`src/rtl/vga_timing_if.sv`:
```
// rtl/vga_timing_if.sv - pixel-side and DAC-side signal bundle for vga_timing
//
// Purpose: groups the colour inputs, the counter/strobe outputs and the DAC
// outputs of vga_timing so they travel as one port.
// Ports (signals):
//   red_in/green_in/blue_in [7:0] - colour for the current pixel_x/pixel_y (renderer -> timing)
//   pixel_x/pixel_y        [9:0] - current horizontal/vertical counters
//   video_on, pixel_tick, frame_start - counter-side status strobes
//   vga_r/vga_g/vga_b      [7:0] - colour to the DAC, one pixel behind the counters
//   vga_hsync, vga_vsync          - active-low syncs
//   vga_blank_n, vga_sync_n       - active-low blank, sync-on-green tied off
//   vga_clk                       - pixel clock for the DAC
// Modports: master = timing generator, slave = renderer / DAC side.
interface vga_timing_if;
  logic [7:0] red_in;
  logic [7:0] green_in;
  logic [7:0] blue_in;
  logic [9:0] pixel_x;
  logic [9:0] pixel_y;
  logic       video_on;
  logic       pixel_tick;
  logic       frame_start;
  logic [7:0] vga_r;
  logic [7:0] vga_g;
  logic [7:0] vga_b;
  logic       vga_hsync;
  logic       vga_vsync;
  logic       vga_blank_n;
  logic       vga_sync_n;
  logic       vga_clk;

  modport master (
    input  red_in, green_in, blue_in,
    output pixel_x, pixel_y, video_on, pixel_tick, frame_start,
    output vga_r, vga_g, vga_b, vga_hsync, vga_vsync,
    output vga_blank_n, vga_sync_n, vga_clk
  );

  modport slave (
    output red_in, green_in, blue_in,
    input  pixel_x, pixel_y, video_on, pixel_tick, frame_start,
    input  vga_r, vga_g, vga_b, vga_hsync, vga_vsync,
    input  vga_blank_n, vga_sync_n, vga_clk
  );
endinterface

```
`src/rtl/vga_timing.sv`:
```
// rtl/vga_timing.sv - VGA pixel-clock divider, raster counters and DAC output stage
//
// Purpose: divides the system clock by CLK_DIV into a pixel strobe, walks the
// raster with h/v counters, and registers syncs, blank and colour for the DAC
// one pixel behind the counters.
// Ports:
//   clock - system clock
//   reset - asynchronous active-high reset
//   vga   - vga_timing_if.master bundle (colour in, counters/strobes/DAC out)
module vga_timing #(
  parameter int H_VISIBLE = 640,
  parameter int H_FRONT   = 16,
  parameter int H_SYNC    = 96,
  parameter int H_BACK    = 48,
  parameter int V_VISIBLE = 480,
  parameter int V_FRONT   = 10,
  parameter int V_SYNC    = 2,
  parameter int V_BACK    = 33,
  parameter int CLK_DIV   = 2
) (
  input  logic         clock,
  input  logic         reset,
  vga_timing_if.master vga
);

  localparam int H_TOTAL  = H_VISIBLE + H_FRONT + H_SYNC + H_BACK;
  localparam int V_TOTAL  = V_VISIBLE + V_FRONT + V_SYNC + V_BACK;
  localparam int HS_FIRST = H_VISIBLE + H_FRONT;
  localparam int HS_LAST  = H_VISIBLE + H_FRONT + H_SYNC - 1;
  localparam int VS_FIRST = V_VISIBLE + V_FRONT;
  localparam int VS_LAST  = V_VISIBLE + V_FRONT + V_SYNC - 1;
  localparam int DIV_W    = (CLK_DIV > 1) ? $clog2(CLK_DIV) : 1;

  logic [DIV_W-1:0] r_div_cnt;
  logic [9:0]       r_h_cnt;
  logic [9:0]       r_v_cnt;
  logic             r_frame_start;
  logic             r_hsync;
  logic             r_vsync;
  logic             r_blank_n;
  logic [7:0]       r_red;
  logic [7:0]       r_green;
  logic [7:0]       r_blue;

  logic w_pixel_tick;
  logic w_h_last;
  logic w_v_last;
  logic w_video_on;
  logic w_hsync_raw;
  logic w_vsync_raw;

  // The tick is decoded from the divider itself, so it is low in reset
  // (divider held at 0) and lasts exactly one system clock.
  assign w_pixel_tick = (r_div_cnt == DIV_W'(CLK_DIV - 1));
  assign w_h_last     = (r_h_cnt == 10'(H_TOTAL - 1));
  assign w_v_last     = (r_v_cnt == 10'(V_TOTAL - 1));
  assign w_video_on   = (r_h_cnt < 10'(H_VISIBLE)) && (r_v_cnt < 10'(V_VISIBLE));
  assign w_hsync_raw  = !((r_h_cnt >= 10'(HS_FIRST)) && (r_h_cnt <= 10'(HS_LAST)));
  assign w_vsync_raw  = !((r_v_cnt >= 10'(VS_FIRST)) && (r_v_cnt <= 10'(VS_LAST)));

  always_ff @(posedge clock or posedge reset) begin
    if (reset) begin
      r_div_cnt <= '0;
    end else if (w_pixel_tick) begin
      r_div_cnt <= '0;
    end else begin
      r_div_cnt <= r_div_cnt + DIV_W'(1);
    end
  end

  always_ff @(posedge clock or posedge reset) begin
    if (reset) begin
      r_h_cnt <= '0;
      r_v_cnt <= '0;
    end else if (w_pixel_tick) begin
      if (w_h_last) begin
        r_h_cnt <= '0;
        r_v_cnt <= w_v_last ? 10'd0 : r_v_cnt + 10'd1;
      end else begin
        r_h_cnt <= r_h_cnt + 10'd1;
      end
    end
  end

  // Registered so the pulse coincides with the first clock showing (0,0);
  // reset release never produces one since no tick precedes it.
  always_ff @(posedge clock or posedge reset) begin
    if (reset) begin
      r_frame_start <= 1'b0;
    end else begin
      r_frame_start <= w_pixel_tick && w_h_last && w_v_last;
    end
  end

  // DAC stage captures the pixel being completed on this tick, which puts
  // it exactly one pixel behind the counters and holds it between ticks.
  always_ff @(posedge clock or posedge reset) begin
    if (reset) begin
      r_hsync   <= 1'b1;
      r_vsync   <= 1'b1;
      r_blank_n <= 1'b0;
      r_red     <= 8'h00;
      r_green   <= 8'h00;
      r_blue    <= 8'h00;
    end else if (w_pixel_tick) begin
      r_hsync   <= w_hsync_raw;
      r_vsync   <= w_vsync_raw;
      r_blank_n <= w_video_on;
      r_red     <= w_video_on ? vga.red_in   : 8'h00;
      r_green   <= w_video_on ? vga.green_in : 8'h00;
      r_blue    <= w_video_on ? vga.blue_in  : 8'h00;
    end
  end

  assign vga.pixel_x     = r_h_cnt;
  assign vga.pixel_y     = r_v_cnt;
  assign vga.video_on    = w_video_on;
  assign vga.pixel_tick  = w_pixel_tick;
  assign vga.frame_start = r_frame_start;
  assign vga.vga_r       = r_red;
  assign vga.vga_g       = r_green;
  assign vga.vga_b       = r_blue;
  assign vga.vga_hsync   = r_hsync;
  assign vga.vga_vsync   = r_vsync;
  assign vga.vga_blank_n = r_blank_n;
  assign vga.vga_sync_n  = 1'b0;
  assign vga.vga_clk     = (r_div_cnt >= DIV_W'(CLK_DIV / 2));

endmodule

```
`src/flat_wrapper.sv`:
```
// flat-port wrapper written by rule: the top's interface ports become plain ports
module vga_timing_flat 
#(
  parameter int H_VISIBLE = 640,
  parameter int H_FRONT   = 16,
  parameter int H_SYNC    = 96,
  parameter int H_BACK    = 48,
  parameter int V_VISIBLE = 480,
  parameter int V_FRONT   = 10,
  parameter int V_SYNC    = 2,
  parameter int V_BACK    = 33,
  parameter int CLK_DIV   = 2
)
  (clock, reset, vga_red_in, vga_green_in, vga_blue_in, vga_pixel_x, vga_pixel_y, vga_video_on, vga_pixel_tick, vga_frame_start, vga_vga_r, vga_vga_g, vga_vga_b, vga_vga_hsync, vga_vga_vsync, vga_vga_blank_n, vga_vga_sync_n, vga_vga_clk);
  vga_timing_if vga_i ();
  input  logic clock;
  input  logic reset;
  input wire logic [$bits(vga_i.red_in)-1:0] vga_red_in;
  input wire logic [$bits(vga_i.green_in)-1:0] vga_green_in;
  input wire logic [$bits(vga_i.blue_in)-1:0] vga_blue_in;
  output wire logic [$bits(vga_i.pixel_x)-1:0] vga_pixel_x;
  output wire logic [$bits(vga_i.pixel_y)-1:0] vga_pixel_y;
  output wire logic [$bits(vga_i.video_on)-1:0] vga_video_on;
  output wire logic [$bits(vga_i.pixel_tick)-1:0] vga_pixel_tick;
  output wire logic [$bits(vga_i.frame_start)-1:0] vga_frame_start;
  output wire logic [$bits(vga_i.vga_r)-1:0] vga_vga_r;
  output wire logic [$bits(vga_i.vga_g)-1:0] vga_vga_g;
  output wire logic [$bits(vga_i.vga_b)-1:0] vga_vga_b;
  output wire logic [$bits(vga_i.vga_hsync)-1:0] vga_vga_hsync;
  output wire logic [$bits(vga_i.vga_vsync)-1:0] vga_vga_vsync;
  output wire logic [$bits(vga_i.vga_blank_n)-1:0] vga_vga_blank_n;
  output wire logic [$bits(vga_i.vga_sync_n)-1:0] vga_vga_sync_n;
  output wire logic [$bits(vga_i.vga_clk)-1:0] vga_vga_clk;
  assign vga_i.red_in = vga_red_in;
  assign vga_i.green_in = vga_green_in;
  assign vga_i.blue_in = vga_blue_in;
  assign vga_pixel_x = vga_i.pixel_x;
  assign vga_pixel_y = vga_i.pixel_y;
  assign vga_video_on = vga_i.video_on;
  assign vga_pixel_tick = vga_i.pixel_tick;
  assign vga_frame_start = vga_i.frame_start;
  assign vga_vga_r = vga_i.vga_r;
  assign vga_vga_g = vga_i.vga_g;
  assign vga_vga_b = vga_i.vga_b;
  assign vga_vga_hsync = vga_i.vga_hsync;
  assign vga_vga_vsync = vga_i.vga_vsync;
  assign vga_vga_blank_n = vga_i.vga_blank_n;
  assign vga_vga_sync_n = vga_i.vga_sync_n;
  assign vga_vga_clk = vga_i.vga_clk;
  vga_timing #(.H_VISIBLE(H_VISIBLE), .H_FRONT(H_FRONT), .H_SYNC(H_SYNC), .H_BACK(H_BACK), .V_VISIBLE(V_VISIBLE), .V_FRONT(V_FRONT), .V_SYNC(V_SYNC), .V_BACK(V_BACK), .CLK_DIV(CLK_DIV)) u_core (.clock(clock), .reset(reset), .vga(vga_i));
endmodule
```
`config.mk`:
```
export PLATFORM = sky130hd
export DESIGN_NAME = vga_timing_flat
export DESIGN_NICKNAME = d
export VERILOG_FILES = /design/src/rtl/vga_timing_if.sv /design/src/rtl/vga_timing.sv /design/src/flat_wrapper.sv
export SDC_FILE = /design/constraint.sdc
export NUM_CORES = 1
export LEC_CHECK = 0
export ABC_AREA = 1
export CELL_PAD_IN_SITES_DETAIL_PLACEMENT = 0
export CELL_PAD_IN_SITES_GLOBAL_PLACEMENT = 2
export CORE_AREA = 5 5 103 105
export DETAILED_ROUTE_END_ITERATION = 10
export DIE_AREA = 0 0 108 110
export HOLD_SLACK_MARGIN = 0.05
export PLACE_DENSITY_LB_ADDON = 0.15
export SLEW_MARGIN = 40
export SYNTH_ARGS = -nofsm -noshare
export SYNTH_HDL_FRONTEND = slang
export SYNTH_SLANG_ARGS = --single-unit
```
`constraint.sdc`:
```
create_clock -name clock -period 1.44 [get_ports clock]
set_input_delay 0.144 -clock clock [delete_from_list [all_inputs] [get_ports clock]]
set_output_delay 0.144 -clock clock [all_outputs]
set_load 0.02 [all_outputs]
```
==> results.json, run 1 <==
{
  "nets": 449,
  "required_ns": 1.30,
  "row_count": 36,
  "cap_viol_max_count": 0,
  "ys_ff_latch": 49,
  "synth_top_family_by_area": "simple AND/OR/NAND/NOR gates",
  "hold_class": "primary input to asynchronous set/reset pin",
  "yosysTopAreaCellShare": 0.487,
  "crit_type": "flop to output pin",
  "numCtsBuffers": 5,
  "violations": "negative setup slack",
  "crit_path_start": "u_core.vga.pixel_x[9]$_DFFE_PP0P_",
  "drive_above_1_share": 0.233,
  "clk_latency_ns": 0.30,
  "p_total_mw": 2.70,
  "seq_area_um2": 1230,
  "wl_per_cell_um": 13.6,
  "synth_area_leaders": "dfrtp_1 (49%), nand2_1 (16%), nand3_1 (8.7%), inv_1 (4.2%), nor2_1 (3.0%)",
  "nFillCells": 1011,
  "core_um2": 9550,
  "syn_avg_cell_area_um2": 8.08,
  "slew_viol_final": 0,
  "fin_ws_ns": -0.0530,
  "die_h_um": 110,
  "dp_hpwl_um": 5340,
  "h-tree-depth": 2,
  "crit_chain": "nand2_2, nand3_2, a21oi_4, buf_12, buf_8",
  "synthesis.nets": 329,
  "cpPeakStageDelay_ns": 0.44,
  "synth_xor_area_frac": 0.0254,
  "fin_skew_ns": 0.00843,
  "yosys-mux-area-fraction": 0,
  "cp_slowest_cell": "dfrtp_1",
  "postCtsHoldBufs": 0,
  "cts.sinks": 49,
  "dieArea_um2": 11900,
  "finalCriticalPeriod_ns": 1.49,
  "io_buffers": 76,
  "r2r_cells": 8,
  "grt_pass1_vias": 2321,
  "grtUsageTotal": 0.127,
  "rrSetupSlack_ns": 0,
  "post_layout_nonfiller_instances": 553,
  "ys_seq_area_frac": 0.509,
  "drt-initial-drc-count": 60,
  "utilization": 0.413,
  "arrival_ns": 1.35,
  "synth_area_um2": 2420,
  "path_buf_inv": 2,
  "final_area_um2": 3940,
  "clockBufferDepth": 2,
  "p_int_mw": 2.06,
  "gp_congestion": 0.763,
  "r2r-end": "u_core.vga.pixel_y[2]$_DFFE_PP0P_",
  "vias": 2345,
  "antenna_cells": 0,
  "path_clk_slew_ns": 0.10,
  "grt_pass1_wl_um": 11800,
  "endpoint_kind": "output pin",
  "rsz0062_at_grt": "true",
  "power.density_nw_per_um2": 684,
  "grt_start_max_net_pins": 26,
  "cts-root-buf": "clkbuf_8",
  "reg2reg_from": "u_core.vga.pixel_x[0]$_DFFE_PP0P_",
  "cts_tree": "built",
  "pin_count": 78,
  "overflow": 0,
  "hold_slack_ns": 0.119,
  "start_util": 0.253,
  "vias_per_cell": 4.24,
  "path_max_fanout": 5,
  "die_x_um": 108,
  "vdd_drop_max_uv": 362,
  "synth-adder-area-share": 0.0207,
  "placedCellCount": 534,
  "antenna_found_initial": 0,
  "p_switching_uw": 633,
  "setup_violations": 1,
  "multiInputGateArea_um2": 1110,
  "crit_cells": 5,
  "ys_types": 29,
  "ant_nets": 0,
  "outcome": "finished, violations left",
  "first_pass_iters": 4,
  "placed_area_um2": 3580,
  "fmax_ghz": 0.670,
  "syn_to_final_growth_pct": 63.1,
  "combPwrFrac": 0.092,
  "setup_tns_ns": -0.0530,
  "p_clk_frac": 0.379,
  "p_sw_frac": 0.235,
  "power_frac_seq": 0.529,
  "finalCritPeriodShare": 1.04,
  "wl_um": 7530,
  "yosys.area.top_type": "dfrtp_1",
  "drc": 0,
  "crit_family": "flip-flops",
  "dp_slack_ns": 0.0607,
  "leakage_nw": 2.08,
  "yosys_warnings": 0,
  "synth_compound_area_frac": 0.0383,
  "hold_violations": 0,
  "synthSimpleGateAreaFrac": 0.324,
  "netlist_instances": 299,
  "startpoint_type": "flop"
}
repair_timing:
action / CTS / global route
pin swaps: 0 / 9
gates resized for setup: 37 / 62
cloned: 1 / 1
endpoints found under the hold margin: 0 / 0
setup buffers: 1 / 8
setup endpoints to repair: 35 / 43
state kept, by name, summed over array words and instances (netlist names):
signal,cells
u_core.vga.pixel_x,10
u_core.vga.frame_start,1
u_core.vga.vga_g,8
u_core.vga.vga_blank_n,1
u_core.vga.pixel_tick,1
u_core.vga.vga_vsync,1
u_core.vga.vga_r,8
u_core.vga.vga_hsync,1
u_core.vga.pixel_y,10
u_core.vga.vga_b,8
metal layers:
metal	global-route usage	vias up	routed length, um
met1	0.171	1107	3600
li1	-	1186	-
met3	0.0332	7	353
met2	0.203	45	3480
met5	0	-	0
met4	0.0370	0	93
power groups by stage:
| stage | logic (mW) | clock network [mW] | registers [mW] |
|---|---|---|---|
| 2_1_floorplan | 0.0543 | 0 | 1.50 |
| 3_3_place_gp | 0.267 | 0 | 1.45 |
| 3_5_place_dp | 0.267 | 0 | 1.45 |
| 4_1_cts | 0.258 | 1.06 | 1.43 |
| 5_1_grt | 0.272 | 1.11 | 1.43 |
| 6_report | 0.248 | 1.02 | 1.43 |
final cells by class:
type                       count  area share
sequential                    49       0.312
timing repair buffer         124       0.304
multi-input combinational    208       0.282
tap                          133      0.0422
inverter                      30      0.0299
clock buffer                   6      0.0184
clock inverter                 2     0.00984
timing repair inverter         1     0.00159
cells in the final DEF, fill, tap and decap left out, types with 2 or more instances in the layout:
| cell type | count |
|---|---|
| dlymetal6s2s_1 | 16 |
| dfrtp_1 | 46 |
| ha_1 | 3 |
| nand2_1 | 89 |
| nor3_1 | 4 |
| xor2_1 | 6 |
| inv_1 | 23 |
| nand3b_1 | 2 |
| dlygate4sd2_1 | 34 |
| nand3_2 | 5 |
| nor2_1 | 17 |
| clkdlybuf4s50_1 | 25 |
| buf_12 | 3 |
| nand3_1 | 37 |
| o21ai_2 | 4 |
| nor2_4 | 4 |
| clkinv_4 | 2 |
| nand4_1 | 5 |
| buf_6 | 3 |
| clkbuf_8 | 5 |
| o21ai_0 | 4 |
| o21ai_1 | 6 |
| nand2_2 | 10 |
| nand2_4 | 2 |
| inv_2 | 6 |
| dfstp_2 | 2 |
| buf_4 | 41 |
worst reg2reg max path, delay by kind of cell, from the launching register on:
family	cells	cell delay, ns
flip-flops	1	0.37
AO/OA/AOI/OAI	1	0.05
buffers and inverters	2	0.19
adder cells (fa/ha/maj)	1	0.19
AND/OR/NAND/NOR	4	0.54
kinds of logic (layout without fill, tap and decap cells):
kind of cell             after synthesis  in the layout
AO/OA/AOI/OAI                         17             17
XOR/XNOR                               7              7
adder cells (fa/ha/maj)                4              4
buffers and inverters                 42            163
flip-flops                            49             49
other                                  1              1
AND/OR/NAND/NOR                      179            179
worst max path at each step:
| stage | to | slack [ns] |
|---|---|---|
| 6_report | vga_video_on | -0.05 |
| 5_1_grt | vga_video_on | -0.13 |
| 4_1_cts | vga_video_on | -0.15 |
| 3_5_place_dp | u_core.vga.pixel_y[2]$_DFFE_PP0P_ | 0.06 |
| 3_3_place_gp | u_core.vga.pixel_y[1]$_DFFE_PP0P_ | 0.08 |
| 2_1_floorplan | u_core.vga.pixel_y[0]$_DFFE_PP0P_ | 0.001 |
Yosys cell counts (all sizes together):
cell    number
inv         30
nor3         4
a31oi        1
xnor2        1
xor2         6
nand2      101
dfrtp       47
nand3       43
a21oi        1
buf          8
nor2        22
ha           4
nand3b       2
clkbuf       4
o21bai       1
nor4         1
nor3b        1
conb         1
dfstp        2
nand4        5
o21ai       14
(Power assumes the default switching activity.)
==> run 2, diff against run 1 <==
Settings changed: CORE_AREA 5 5 103 105 to 5 5 101 103, CTS_BUF_LIST set to sky130_fd_sc_hd__clkbuf_8, DIE_AREA 0 0 108 110 to 0 0 106 108, GPL_ROUTABILITY_DRIVEN set to 0.
==> run 2 against run 1 <==
The run still ends with negative setup slack left. Sequential power about the same. Global-route usage decreased by 0.10 points. Fmax rose by 2.1%. First-iteration DRC count down 3.3%. Critical endpoint is now u_core.vga.pixel_y[3]$_DFFE_PP0P_. Largest cell class unchanged.
==> results.json, run 2 (same netlist as run 1, synthesis figures left out) <==
{
  "dp_hpwl_um": 5220,
  "multiInputGateArea_um2": 1050,
  "fin_skew_ns": 0.00745,
  "reg2reg_from": "u_core.vga.pixel_x[7]$_DFFE_PP0P_",
  "utilization": 0.410,
  "crit_chain": "buf_6, inv_2, nand2_2, nor2_4, nand3_4, nor2_4, buf_12, clkbuf_16, nand3b_1, nand2_1",
  "antenna_cells": 0,
  "placedCellCount": 509,
  "power.density_nw_per_um2": 714,
  "nets": 439,
  "crit_path_start": "u_core.vga.pixel_x[7]$_DFFE_PP0P_",
  "core_um2": 9110,
  "numCtsBuffers": 5,
  "cts_tree": "built",
  "grt_start_max_net_pins": 33,
  "vias_per_cell": 4.44,
  "path_max_fanout": 5,
  "wl_um": 7250,
  "drive_above_1_share": 0.176,
  "setup_violations": 5,
  "drt-initial-drc-count": 58,
  "post_layout_nonfiller_instances": 521,
  "row_count": 35,
  "fmax_ghz": 0.684,
  "finalCritPeriodShare": 1.02,
  "fin_ws_ns": -0.0226,
  "hold_class": "primary input to asynchronous set/reset pin",
  "leakage_nw": 1.94,
  "crit_type": "flop to flop",
  "grtUsageTotal": 0.126,
  "grt_pass1_vias": 2251,
  "grt_pass1_wl_um": 11600,
  "vdd_drop_max_uv": 308,
  "r2r-end": "u_core.vga.pixel_y[3]$_DFFE_PP0P_",
  "seq_area_um2": 1230,
  "outcome": "finished, violations left",
  "endpoint": "u_core.vga.pixel_y[3]$_DFFE_PP0P_",
  "io_buffers": 76,
  "vias": 2311,
  "path_clk_slew_ns": 0.10,
  "start_util": 0.265,
  "clk_latency_ns": 0.30,
  "die_h_um": 108,
  "final_common_cell": "nand2_1",
  "wl_per_cell_um": 13.9,
  "r2r_cells": 10,
  "cap_viol_max_count": 0,
  "drc": 0,
  "overflow": 0,
  "rsz0062_at_grt": "true",
  "h-tree-depth": 2,
  "syn_to_final_growth_pct": 54.7,
  "finalCriticalPeriod_ns": 1.46,
  "hold_slack_ns": 0.0661,
  "clockBufferDepth": 2,
  "violations": "negative setup slack",
  "pin_count": 78,
  "path_common_cell": "nor2_4",
  "slew_viol_final": 0,
  "die_x_um": 106,
  "cpPeakStageDelay_ns": 0.40,
  "cp_slowest_cell": "dfrtp_1",
  "rrSetupSlack_ns": -0.02,
  "startpoint_type": "flop",
  "dieArea_um2": 11400,
  "nFillCells": 998,
  "cts-root-buf": "clkbuf_8",
  "endpoint_kind": "flop",
  "antenna_found_initial": 0,
  "ant_nets": 0,
  "cts.sinks": 49,
  "hold_violations": 0,
  "final_cell_mix": "nand2_1 (98), dfrtp_1 (46), nand3_1 (40)",
  "first_pass_iters": 4,
  "required_ns": 1.69,
  "postCtsHoldBufs": 0,
  "arrival_ns": 1.71
}
-- run 2: cell count changes in the layout (fill, tap and decap cells not counted), sizes merged --
cell,change
bufbuf,-1
dlymetal6s2s,-6
dlygate4sd2,+5
clkinv,-1
buf,-10
clkdlybuf4s50,+1
inv,+2
-- run 2: final cells by class --
| type | instances | share of cell area |
|---|---|---|
| clock inverters | 3 | 0.0114 |
| repair buffers | 114 | 0.290 |
| clock buffers | 5 | 0.0184 |
| well taps | 111 | 0.0371 |
| multi-input cells | 208 | 0.280 |
| repair inverters | 1 | 0.00167 |
| inverters | 30 | 0.0321 |
| flip-flops and latches | 49 | 0.329 |
-- run 2: worst max-delay path, delay by kind of cell, from the launching register on --
family                 cells  cell delay (ns)
buffers and inverters      4             0.46
flip-flops                 1             0.40
AND/OR/NAND/NOR            6             0.54
-- run 2: routing by layer --
metal | track usage | routed length (um)
met5 | 0 | 0
met4 | 0.0389 | 80
met3 | 0.0287 | 304
met2 | 0.210 | 3560
met1 | 0.164 | 3310
-- run 2: repair_timing --
item | CTS | global route
pin swaps | 0 | 6
endpoints found under the setup margin | 40 | 25
cloned | 0 | 2
setup buffers | 0 | 2
gates resized for setup | 44 | 38
-- run 2: where the power goes --
part	internal [mW]	switching, mW
logic	0.123	0.115
registers	1.41	0.0164
clock network	0.516	0.490
total	2.05	0.621
-- run 2: how the worst min path moves through the flow --
stage	from	to	cells after the start
2_1_floorplan	vga_blue_in[0]	u_core.vga.vga_b[0]$_DFFE_PP0P_	2
3_3_place_gp	reset	u_core.vga.vga_r[7]$_DFFE_PP0P_	2
3_5_place_dp	reset	u_core.vga.vga_r[7]$_DFFE_PP0P_	2
4_1_cts	reset	u_core.vga.vga_r[7]$_DFFE_PP0P_	2
5_1_grt	reset	u_core.vga.vga_r[7]$_DFFE_PP0P_	2
6_report	reset	u_core.vga.vga_r[7]$_DFFE_PP0P_	2
-- run 2: per-stage QoR --
step / power, mW / setup WS [ns] / TNS (ns) / instance area, um^2
2_1_floorplan: 1.55 / 0.00150 / 0 / 2420
3_3_place_gp: 1.72 / -0.0691 / -0.0691 / 3520
3_5_place_dp: 1.72 / -0.0771 / -0.0771 / 3520
4_1_cts: 2.72 / 0.000526 / 0 / 3580
5_1_grt: 2.80 / -0.101 / -0.625 / 3740
6_report: 2.67 / -0.0226 / -0.0670 / 3740
==> run 3, diff against run 2 <==
Settings changed: CAP_MARGIN set to 20, PLACE_DENSITY_LB_ADDON 0.15 to 0.25, RECOVER_POWER set to 100.
==> run 3 against run 2 <==
The run now ends clean. Sequential share of layout area up 1.6 points. First-iteration DRC count down 34%. Final area down 4.7%. Critical endpoint is now vga_vga_b[3]. Largest power group unchanged.
==> results.json, run 3 (same netlist as run 1, synthesis figures left out) <==
{
  "outcome": "finished, final reports clean",
  "start_util": 0.265,
  "placed_area_um2": 3520,
  "clockBufferDepth": 2,
  "ant_nets": 0,
  "drc": 0,
  "drive_above_1_share": 0.175,
  "pin_count": 78,
  "setup_tns_ns": 0,
  "grt_pass1_wl_um": 11100,
  "vias_per_cell": 4.28,
  "path_clk_slew_ns": 0.10,
  "drt-initial-drc-count": 38,
  "first_pass_iters": 4,
  "vdd_drop_max_uv": 279,
  "fmax_ghz": 0.711,
  "core_um2": 9110,
  "p_clk_frac": 0.336,
  "syn_to_final_growth_pct": 47.5,
  "cp_slowest_cell": "clkdlybuf4s50_1",
  "overflow": 0,
  "dp_hpwl_um": 5120,
  "required_ns": 1.30,
  "vias": 2237,
  "h-tree-depth": 2,
  "postCtsHoldBufs": 0,
  "slew_headroom": 0.578,
  "hold_violations": 0,
  "power.density_nw_per_um2": 695,
  "combPwrFrac": 0.088,
  "hold_class": "primary input to asynchronous set/reset pin",
  "grt_start_max_net_pins": 33,
  "leakage_nw": 1.78,
  "rrSetupSlack_ns": 0.04,
  "cts-root-buf": "clkbuf_8",
  "p_switching_uw": 628,
  "final_common_cell": "nand2_1",
  "slew_viol_final": 0,
  "path_max_fanout": 2,
  "clk_latency_ns": 0.31,
  "die_x_um": 106,
  "finalCritPeriodShare": 0.976,
  "wl_per_cell_um": 13.2,
  "crit_path_start": "u_core.vga.vga_b[3]$_DFFE_PP0P_",
  "nFillCells": 981,
  "crit_chain": "clkdlybuf4s50_1",
  "p_int_mw": 1.85,
  "antenna_found_initial": 0,
  "crit_type": "flop to output pin",
  "finalCriticalPeriod_ns": 1.41,
  "cts.sinks": 49,
  "antenna_cells": 0,
  "dieArea_um2": 11400,
  "crit_family": "buffers and inverters",
  "fin_skew_ns": 0.00881,
  "cpPeakStageDelay_ns": 0.60,
  "startpoint_type": "flop",
  "grtUsageTotal": 0.121,
  "reg2reg_from": "u_core.vga.pixel_x[7]$_DFFE_PP0P_",
  "io_buffers": 76,
  "worstMarginPinSlew_ns": 0.632,
  "p_sw_frac": 0.253,
  "final_cell_mix": "nand2_1 (98), dfrtp_1 (46), nand3_1 (38)",
  "wl_um": 6920,
  "arrival_ns": 1.26,
  "path_buf_inv": 1,
  "cap_viol_max_count": 0,
  "die_h_um": 108,
  "rsz0062_at_grt": "true",
  "grt_pass1_vias": 2179,
  "numCtsBuffers": 5,
  "setup_violations": 0,
  "final_area_um2": 3560,
  "cts_tree": "built",
  "nets": 441,
  "row_count": 35,
  "endpoint_kind": "output pin",
  "power_frac_seq": 0.576
}
-- run 3: cell count changes in the layout (fill, tap and decap cells not counted), moves of 2 or more --
cell            before  now
clkbuf_1             0   12
clkbuf_4             0    2
dlygate4sd2_1       39   37
clkinvlp_4           0    2
nand3_1             40   38
nand3_2              2    5
nor2_2               1    3
buf_4               32   34
dlymetal6s2s_1      10    0
buf_12               3    0
inv_2                5    3
-- run 3: power groups by stage --
stage	Sequential [mW]	Clock [mW]	Combinational (mW)
floorplan	1.50	0	0.0543
global placement	1.45	0	0.262
detailed placement	1.45	0	0.262
CTS	1.43	0.868	0.251
global route	1.43	0.925	0.241
finish	1.43	0.832	0.219
-- run 3: worst paths after layout --
check	endpoint	cells past startpoint
max in group asynchronous	u_core.vga.pixel_y[8]$_DFFE_PP0P_	3
worst max-delay path	vga_vga_b[3]	1
worst min-delay path	u_core.vga.vga_b[0]$_DFFE_PP0P_	2
worst max register to register	u_core.vga.pixel_y[9]$_DFFE_PP0P_	9
worst min register to register	u_core.vga.vga_r[7]$_DFFE_PP0P_	2
min in group clock	u_core.vga.vga_g[0]$_DFFE_PP0P_	3
-- run 3: per-stage QoR --
| step | power, mW | utilization | hold WS [ns] | worst slack, ns | cells |
|---|---|---|---|---|---|
| 2_1_floorplan | 1.55 | - | 0.285 | 0.00150 | 299 |
| 3_3_place_gp | 1.72 | 0.387 | 0.409 | -0.0691 | 511 |
| 3_5_place_dp | 1.72 | 0.387 | 0.405 | -0.0905 | 511 |
| 4_1_cts | 2.55 | 0.391 | 0.0593 | 0.000461 | 519 |
| 5_1_grt | 2.60 | 0.391 | 0.260 | -0.0550 | 523 |
| 6_report | 2.48 | 0.391 | 0.222 | 0.0339 | 523 |
-- run 3: repair_timing --
| item | CTS | global route |
|---|---|---|
| pin swaps | 0 | 4 |
| gates cloned | 0 | 0 |
| setup endpoints to repair | 39 | 27 |
| resized for setup | 42 | 33 |
| setup buffers | 0 | 4 |
-- run 3: area by class of cell --
cell class                      instances  area [um^2]  area share
Multi-Input combinational cell        208         1030       0.290
Clock buffer                            5         68.8      0.0193
Timing Repair Buffer                  117          958       0.269
Clock inverter                          3         18.8     0.00527
Sequential cell                        49         1230       0.345
Tap cell                              111          139      0.0390
Inverter                               30          118      0.0330
-- run 3: layer usage --
metal  wire length, um  global-route usage  vias to the layer above
met5                 0                   0                        -
met4                89              0.0389                        0
met3               266              0.0269                        7
met2              3310               0.193                       41
met1              3260               0.165                     1025
li1                  -                   -                     1164
